$ cat config.mk
export PLATFORM = sky130hd
export DESIGN_NAME = alu_op_sequencer_flat
export DESIGN_NICKNAME = d
export VERILOG_FILES = /design/src/rtl/alu_op_sequencer_if.sv /design/src/rtl/alu_op_sequencer.sv /design/src/flat_wrapper.sv
export SDC_FILE = /design/constraint.sdc
export NUM_CORES = 1
export LEC_CHECK = 0
export CELL_PAD_IN_SITES_DETAIL_PLACEMENT = 1
export CELL_PAD_IN_SITES_GLOBAL_PLACEMENT = 2
export CORE_MARGIN = 4
export CORE_UTILIZATION = 25
export CTS_CLUSTER_SIZE = 30
export DETAILED_ROUTE_END_ITERATION = 8
export PLACE_DENSITY_LB_ADDON = 0.2
export SKIP_CTS_REPAIR_TIMING = 1
export SLEW_MARGIN = 20
export SYNTH_ARGS = -nofsm -noshare
export SYNTH_HDL_FRONTEND = slang
export SYNTH_SLANG_ARGS = --single-unit
$ cat constraint.sdc
create_clock -name clock -period 2.4 [get_ports clock]
set_input_delay 0.48 -clock clock [delete_from_list [all_inputs] [get_ports clock]]
set_output_delay 0.48 -clock clock [all_outputs]
set_load 0.05 [all_outputs]
$ cat src/rtl/alu_op_sequencer_if.sv
`default_nettype none
// ============================================================================
// Module   : alu_op_sequencer_if
// Purpose  : Bundles the command, ALU-drive and response signals of the
//            ALU op sequencer. "slave" is the sequencer's view; "master" is
//            the view of the block that drives commands, hosts the ALU and
//            consumes responses.
// Revision : 1.0 - initial release
// ============================================================================
interface alu_op_sequencer_if #(
  parameter int WIDTH = 8
);
  // command channel
  logic             cmd_valid;
  logic             cmd_ready;
  logic [2:0]       cmd_op;
  logic [WIDTH-1:0] cmd_a;
  logic [WIDTH-1:0] cmd_b;
  logic             cmd_cin;
  // ALU drive / result
  logic [WIDTH-1:0] alu_a;
  logic [WIDTH-1:0] alu_b;
  logic [2:0]       alu_sel;
  logic             alu_cin;
  logic [WIDTH-1:0] alu_out;
  logic             alu_ovf;
  // response channel
  logic             rsp_valid;
  logic             rsp_ready;
  logic [WIDTH-1:0] rsp_data;
  logic             rsp_ovf;

  modport slave (
    input  cmd_valid, cmd_op, cmd_a, cmd_b, cmd_cin,
    output cmd_ready,
    output alu_a, alu_b, alu_sel, alu_cin,
    input  alu_out, alu_ovf,
    output rsp_valid, rsp_data, rsp_ovf,
    input  rsp_ready
  );

  modport master (
    output cmd_valid, cmd_op, cmd_a, cmd_b, cmd_cin,
    input  cmd_ready,
    input  alu_a, alu_b, alu_sel, alu_cin,
    output alu_out, alu_ovf,
    input  rsp_valid, rsp_data, rsp_ovf,
    output rsp_ready
  );
endinterface
`default_nettype wire

$ cat src/rtl/alu_op_sequencer.sv
`default_nettype none
// ============================================================================
// Module   : alu_op_sequencer
// Purpose  : Single-command front-end for an 8-bit combinational ALU. Latches
//            a command into registered ALU inputs, iterates one-bit shifts to
//            reach multi-bit counts, captures result/overflow and holds them
//            on a valid/ready response port.
// Revision : 1.0 - initial release
// ============================================================================
module alu_op_sequencer #(
  parameter int WIDTH = 8,
  parameter int CNTW  = 3
) (
  input wire               clock,
  input wire               clear_n,
  alu_op_sequencer_if.slave bus
);

  localparam logic [2:0]      OP_ADD  = 3'b000;
  localparam logic [2:0]      OP_SUB  = 3'b001;
  localparam logic [2:0]      OP_SHL  = 3'b110;
  localparam logic [CNTW-1:0] CNT_ONE = {{(CNTW-1){1'b0}}, 1'b1};

  typedef enum logic [1:0] {
    IDLE  = 2'd0,
    EXEC  = 2'd1,
    SHIFT = 2'd2,
    RESP  = 2'd3
  } state_t;

  state_t           state_q,    state_d;
  logic [WIDTH-1:0] alu_a_q,    alu_a_d;
  logic [WIDTH-1:0] alu_b_q,    alu_b_d;
  logic [2:0]       alu_sel_q,  alu_sel_d;
  logic             alu_cin_q,  alu_cin_d;
  logic [CNTW-1:0]  cnt_q,      cnt_d;
  logic [WIDTH-1:0] rsp_data_q, rsp_data_d;
  logic             rsp_ovf_q,  rsp_ovf_d;

  logic [CNTW-1:0]  cmd_cnt;
  logic             cmd_is_shift;
  logic             sel_is_arith;
  logic             shift_out;

  assign cmd_cnt      = bus.cmd_b[CNTW-1:0];
  assign cmd_is_shift = (bus.cmd_op[2:1] == 2'b11);
  // The ALU's flag output is undefined for logic ops, so only add/sub pass it.
  assign sel_is_arith = (alu_sel_q == OP_ADD) || (alu_sel_q == OP_SUB);
  // Bit that falls off the operand during the current one-bit shift step.
  assign shift_out    = (alu_sel_q == OP_SHL) ? alu_a_q[WIDTH-1] : alu_a_q[0];

  assign bus.cmd_ready = (state_q == IDLE);
  assign bus.rsp_valid = (state_q == RESP);
  assign bus.rsp_data  = rsp_data_q;
  assign bus.rsp_ovf   = rsp_ovf_q;
  assign bus.alu_a     = alu_a_q;
  assign bus.alu_b     = alu_b_q;
  assign bus.alu_sel   = alu_sel_q;
  assign bus.alu_cin   = alu_cin_q;

  // Next-state and datapath updates for the command/shift/response sequence.
  always_comb begin
    state_d    = state_q;
    alu_a_d    = alu_a_q;
    alu_b_d    = alu_b_q;
    alu_sel_d  = alu_sel_q;
    alu_cin_d  = alu_cin_q;
    cnt_d      = cnt_q;
    rsp_data_d = rsp_data_q;
    rsp_ovf_d  = rsp_ovf_q;
    case (state_q)
      IDLE: begin
        if (bus.cmd_valid) begin
          alu_a_d   = bus.cmd_a;
          alu_b_d   = bus.cmd_b;
          alu_sel_d = bus.cmd_op;
          alu_cin_d = bus.cmd_cin;
          rsp_ovf_d = 1'b0;
          if (!cmd_is_shift) begin
            state_d = EXEC;
          end else if (cmd_cnt != '0) begin
            cnt_d   = cmd_cnt;
            state_d = SHIFT;
          end else begin
            // Zero-length shift: the operand is the answer, no ALU pass needed.
            rsp_data_d = bus.cmd_a;
            state_d    = RESP;
          end
        end
      end
      EXEC: begin
        rsp_data_d = bus.alu_out;
        rsp_ovf_d  = sel_is_arith ? bus.alu_ovf : 1'b0;
        state_d    = RESP;
      end
      SHIFT: begin
        // Feed the one-bit result back as the next operand.
        alu_a_d   = bus.alu_out;
        rsp_ovf_d = rsp_ovf_q | shift_out;
        cnt_d     = cnt_q - CNT_ONE;
        if (cnt_q == CNT_ONE) begin
          rsp_data_d = bus.alu_out;
          state_d    = RESP;
        end
      end
      RESP: begin
        if (bus.rsp_ready) begin
          state_d = IDLE;
        end
      end
      default: state_d = IDLE;
    endcase
  end

  // State register; reset drops any in-flight command.
  always_ff @(posedge clock) begin
    if (!clear_n) begin
      state_q    <= IDLE;
      alu_a_q    <= '0;
      alu_b_q    <= '0;
      alu_sel_q  <= 3'b000;
      alu_cin_q  <= 1'b0;
      cnt_q      <= '0;
      rsp_data_q <= '0;
      rsp_ovf_q  <= 1'b0;
    end else begin
      state_q    <= state_d;
      alu_a_q    <= alu_a_d;
      alu_b_q    <= alu_b_d;
      alu_sel_q  <= alu_sel_d;
      alu_cin_q  <= alu_cin_d;
      cnt_q      <= cnt_d;
      rsp_data_q <= rsp_data_d;
      rsp_ovf_q  <= rsp_ovf_d;
    end
  end

endmodule
`default_nettype wire

$ cat src/flat_wrapper.sv
// flat-port wrapper written by rule: the top's interface ports become plain ports
module alu_op_sequencer_flat 
#(
  parameter int WIDTH = 8,
  parameter int CNTW  = 3
)
  (clock, clear_n, bus_cmd_valid, bus_cmd_op, bus_cmd_a, bus_cmd_b, bus_cmd_cin, bus_cmd_ready, bus_alu_a, bus_alu_b, bus_alu_sel, bus_alu_cin, bus_alu_out, bus_alu_ovf, bus_rsp_valid, bus_rsp_data, bus_rsp_ovf, bus_rsp_ready);
  alu_op_sequencer_if #(.WIDTH(WIDTH)) bus_i ();
  input wire clock;
  input wire clear_n;
  input wire logic [$bits(bus_i.cmd_valid)-1:0] bus_cmd_valid;
  input wire logic [$bits(bus_i.cmd_op)-1:0] bus_cmd_op;
  input wire logic [$bits(bus_i.cmd_a)-1:0] bus_cmd_a;
  input wire logic [$bits(bus_i.cmd_b)-1:0] bus_cmd_b;
  input wire logic [$bits(bus_i.cmd_cin)-1:0] bus_cmd_cin;
  output wire logic [$bits(bus_i.cmd_ready)-1:0] bus_cmd_ready;
  output wire logic [$bits(bus_i.alu_a)-1:0] bus_alu_a;
  output wire logic [$bits(bus_i.alu_b)-1:0] bus_alu_b;
  output wire logic [$bits(bus_i.alu_sel)-1:0] bus_alu_sel;
  output wire logic [$bits(bus_i.alu_cin)-1:0] bus_alu_cin;
  input wire logic [$bits(bus_i.alu_out)-1:0] bus_alu_out;
  input wire logic [$bits(bus_i.alu_ovf)-1:0] bus_alu_ovf;
  output wire logic [$bits(bus_i.rsp_valid)-1:0] bus_rsp_valid;
  output wire logic [$bits(bus_i.rsp_data)-1:0] bus_rsp_data;
  output wire logic [$bits(bus_i.rsp_ovf)-1:0] bus_rsp_ovf;
  input wire logic [$bits(bus_i.rsp_ready)-1:0] bus_rsp_ready;
  assign bus_i.cmd_valid = bus_cmd_valid;
  assign bus_i.cmd_op = bus_cmd_op;
  assign bus_i.cmd_a = bus_cmd_a;
  assign bus_i.cmd_b = bus_cmd_b;
  assign bus_i.cmd_cin = bus_cmd_cin;
  assign bus_cmd_ready = bus_i.cmd_ready;
  assign bus_alu_a = bus_i.alu_a;
  assign bus_alu_b = bus_i.alu_b;
  assign bus_alu_sel = bus_i.alu_sel;
  assign bus_alu_cin = bus_i.alu_cin;
  assign bus_i.alu_out = bus_alu_out;
  assign bus_i.alu_ovf = bus_alu_ovf;
  assign bus_rsp_valid = bus_i.rsp_valid;
  assign bus_rsp_data = bus_i.rsp_data;
  assign bus_rsp_ovf = bus_i.rsp_ovf;
  assign bus_i.rsp_ready = bus_rsp_ready;
  alu_op_sequencer #(.WIDTH(WIDTH), .CNTW(CNTW)) u_core (.clock(clock), .clear_n(clear_n), .bus(bus_i));
endmodule
==> results.yml <==
run_status:
  outcome: "complete, no violations"
route:
  wl_per_cell_um: 15.7
  first_pass_iters: 4
  drc_errors: 0
  vias: 1582
  viasPerCell: 4.79
  drt_iter0_drc: 60
  routed_wl_um: 5170
  ant_nets: 0
worst_setup_path:
  r2r_slack_ns: 0.41
  cp_max_fo: 5
  path_cells: "ha_1 > clkdlybuf4s50_1"
  cp.required_ns: 1.92
  slowest_delay_ns: 0.81
  crit_type: "register to primary output"
  worst_path_max_delay_cell: "clkdlybuf4s50_1"
  critPathArrivalTime_ns: 1.72
  setup.worst_path.start_class: "register"
  end_kind: "primary output"
global_route:
  antenna_found_initial: 0
  overflow: 0
  grt_max_degree: 33
  grt_pass1_vias: 1685
  grt_pass1_wl_um: 8560
  grt_util_all_layers: 0.132
place:
  io_buffer_count: 63
  hpwlAfterDp_um: 3910
  dp_cells: 322
  placed_area_um2: 2400
  place.gp.congestion: 0.718
die:
  fp-row-count: 29
  core_um2: 6460
  die_y_um: 90.2
  start_util: 0.261
  die_x_um: 90.2
  pin_count: 64
  die_area_um2: 8130
power:
  vdd_drop_max_mv: 0.628
  p_leak_uw: 0.000923
  p_switching_uw: 1430
  power_frac_seq: 0.273
  power_frac_clock: 0.147
  switching_share: 0.470
  p_per_area_nw_per_um2: 1220
  comb_power_share: 0.580
  p_int_uw: 1610
sta:
  layout_min_cycle_time_ns: 2.20
  worstMarginPinSlew_ns: 0.583
  rsz0062_at_grt: "false"
  max_freq_mhz: 455
  timing.hold.ws_ns: 0.453
  fin_skew_ns: 0.00664
  finalHoldViolations: 0
  setup_tns_ns: 0
  finalMaxSlewViolations: 0
  slew_headroom: 0.611
  setup_violations: 0
  post-route-period-util: 0.916
clock_tree:
  clock-sinks: 34
  clock-root-buffer: "clkbuf_8"
  h-tree-depth: 2
  cts_buffers: 5
  cts_tree: "done"
  clk-insertion-delay-late_ns: 0.28
  path_clk_slew_ns: 0.07
  cts_buffer_depth: 2
synthesis:
  syn_area_per_cell_um2: 9.03
  ys_warn_count: 0
  syn_area_um2: 1690
  ys_seq_area_frac: 0.403
  yosys-top-cells-area: "dfxtp_1, mux2i_1, nand2_1"
  yosysTopAreaCell: "dfxtp_1"
  yosys.area.top_type_share: 0.403
  synth-seq-cells: 34
  syn_inst: 187
  synth_cell_types: 32
  syn_nets: 228
finish:
  multiInputGateArea_um2: 917
  num_antenna_cells: 0
  drive_above_1_share: 0.0830
  fillers: 753
  nNetsFinal: 293
  syn2layout_area_growth_pct: 47.4
  final_cell_count_no_fill: 330
  ff_latch_area_um2: 681
  final_cell_area_um2: 2490
run:
  cap_violations: 0
hold_path:
  hold_path_class: "register to register"
final cells by class:
class,count,area share
timing repair buffer,69,0.270
multi-input combinational,134,0.369
inverter,8,0.0121
clock buffer,7,0.0347
clock inverter,1,0.00201
sequential,34,0.274
tap,77,0.0387
synth_stat cells:
library cell / n
a211o_1: 1
a211oi_1: 8
a211oi_4: 1
a21oi_1: 22
a21oi_2: 1
a221oi_1: 2
a311oi_1: 7
a311oi_2: 2
and2_1: 1
and2b_4: 1
buf_2: 3
buf_6: 2
clkbuf_1: 6
dfxtp_1: 34
ha_1: 8
inv_1: 8
mux2_2: 1
mux2i_1: 17
nand2_1: 33
nand2b_1: 4
nand3_1: 2
nand3b_1: 1
nor2_1: 12
nor3_1: 1
nor3b_1: 1
o21a_1: 1
o21ai_0: 1
o221ai_1: 1
o22ai_1: 2
o31a_1: 1
o32ai_1: 1
o41ai_4: 1
per-layer routing:
| metal | routed length [um] | vias to the layer above | global-route usage |
|---|---|---|---|
| li1 | - | 794 | - |
| met4 | 30 | 0 | 0.0383 |
| met3 | 382 | 2 | 0.0518 |
| met1 | 2370 | 742 | 0.167 |
| met5 | 0 | - | 0 |
| met2 | 2390 | 44 | 0.207 |
kinds of logic after synthesis:
group           synth area share
compound gates             0.234
fa+ha+maj                 0.0593
buf+inv                   0.0534
flops                      0.403
mux                        0.107
simple gates               0.142
critical path: cells and delay by family (launching register included):
family	cells	cell delay [ns]
buf+inv	1	0.81
flops	1	0.42
fa+ha+maj	1	0.21
power by group through the flow:
| stage | registers, uW | clock network, uW | logic (uW) |
|---|---|---|---|
| 2_1_floorplan | 1280 | 0 | 790 |
| 3_3_place_gp | 840 | 0 | 1770 |
| 3_5_place_dp | 839 | 0 | 1780 |
| 4_1_cts | 831 | 459 | 1790 |
| 5_1_grt | 855 | 491 | 1900 |
| 6_report | 828 | 445 | 1760 |
sequential cells by signal (all words and copies together) (netlist names):
| register | count |
|---|---|
| u_core.bus.alu_a | 8 |
| u_core.bus.alu_b | 8 |
| u_core.bus.alu_cin | 1 |
| u_core.bus.rsp_data | 8 |
| u_core.state_q | 2 |
| u_core.cnt_q | 3 |
| u_core.bus.rsp_ovf | 1 |
| u_core.bus.alu_sel | 3 |
per-stage QoR:
stage / total power, uW / util / worst slack, ns
2_1_floorplan: 2070 / - / 0.314
5_1_grt: 3240 / 0.385 / 0.0998
6_report: 3030 / 0.385 / 0.202
3_3_place_gp: 2610 / 0.371 / 0.341
3_5_place_dp: 2620 / 0.371 / 0.283
4_1_cts: 3080 / 0.385 / 0.167
placed cells by master (no fill, tap or decap), types with 2 or more instances in the layout:
cell type        Yosys  final
clkdlybuf4s50_1      0     62
dfxtp_1             34     34
nand2_1             33     33
a21oi_1             22     22
mux2i_1             17     17
nor2_1              12     12
inv_1                8      8
a211oi_1             8      8
ha_1                 8      8
a311oi_1             7      7
buf_4                0      7
clkbuf_8             0      6
nand2b_1             4      4
a221oi_1             2      2
nand3_1              2      2
a311oi_2             2      2
o22ai_1              2      2
final timing paths:
kind / endpoint / start / cells after the start
min: u_core.bus.alu_b[7] / u_core.bus.alu_b[7] / 2
min reg2reg: u_core.bus.alu_b[7] / u_core.bus.alu_b[7] / 2
max reg2reg: u_core.bus.rsp_data[6] / u_core.state_q[0] / 7
max: bus_rsp_valid / u_core.state_q[0] / 2
Note: power is estimated with default switching activity, not from simulation.
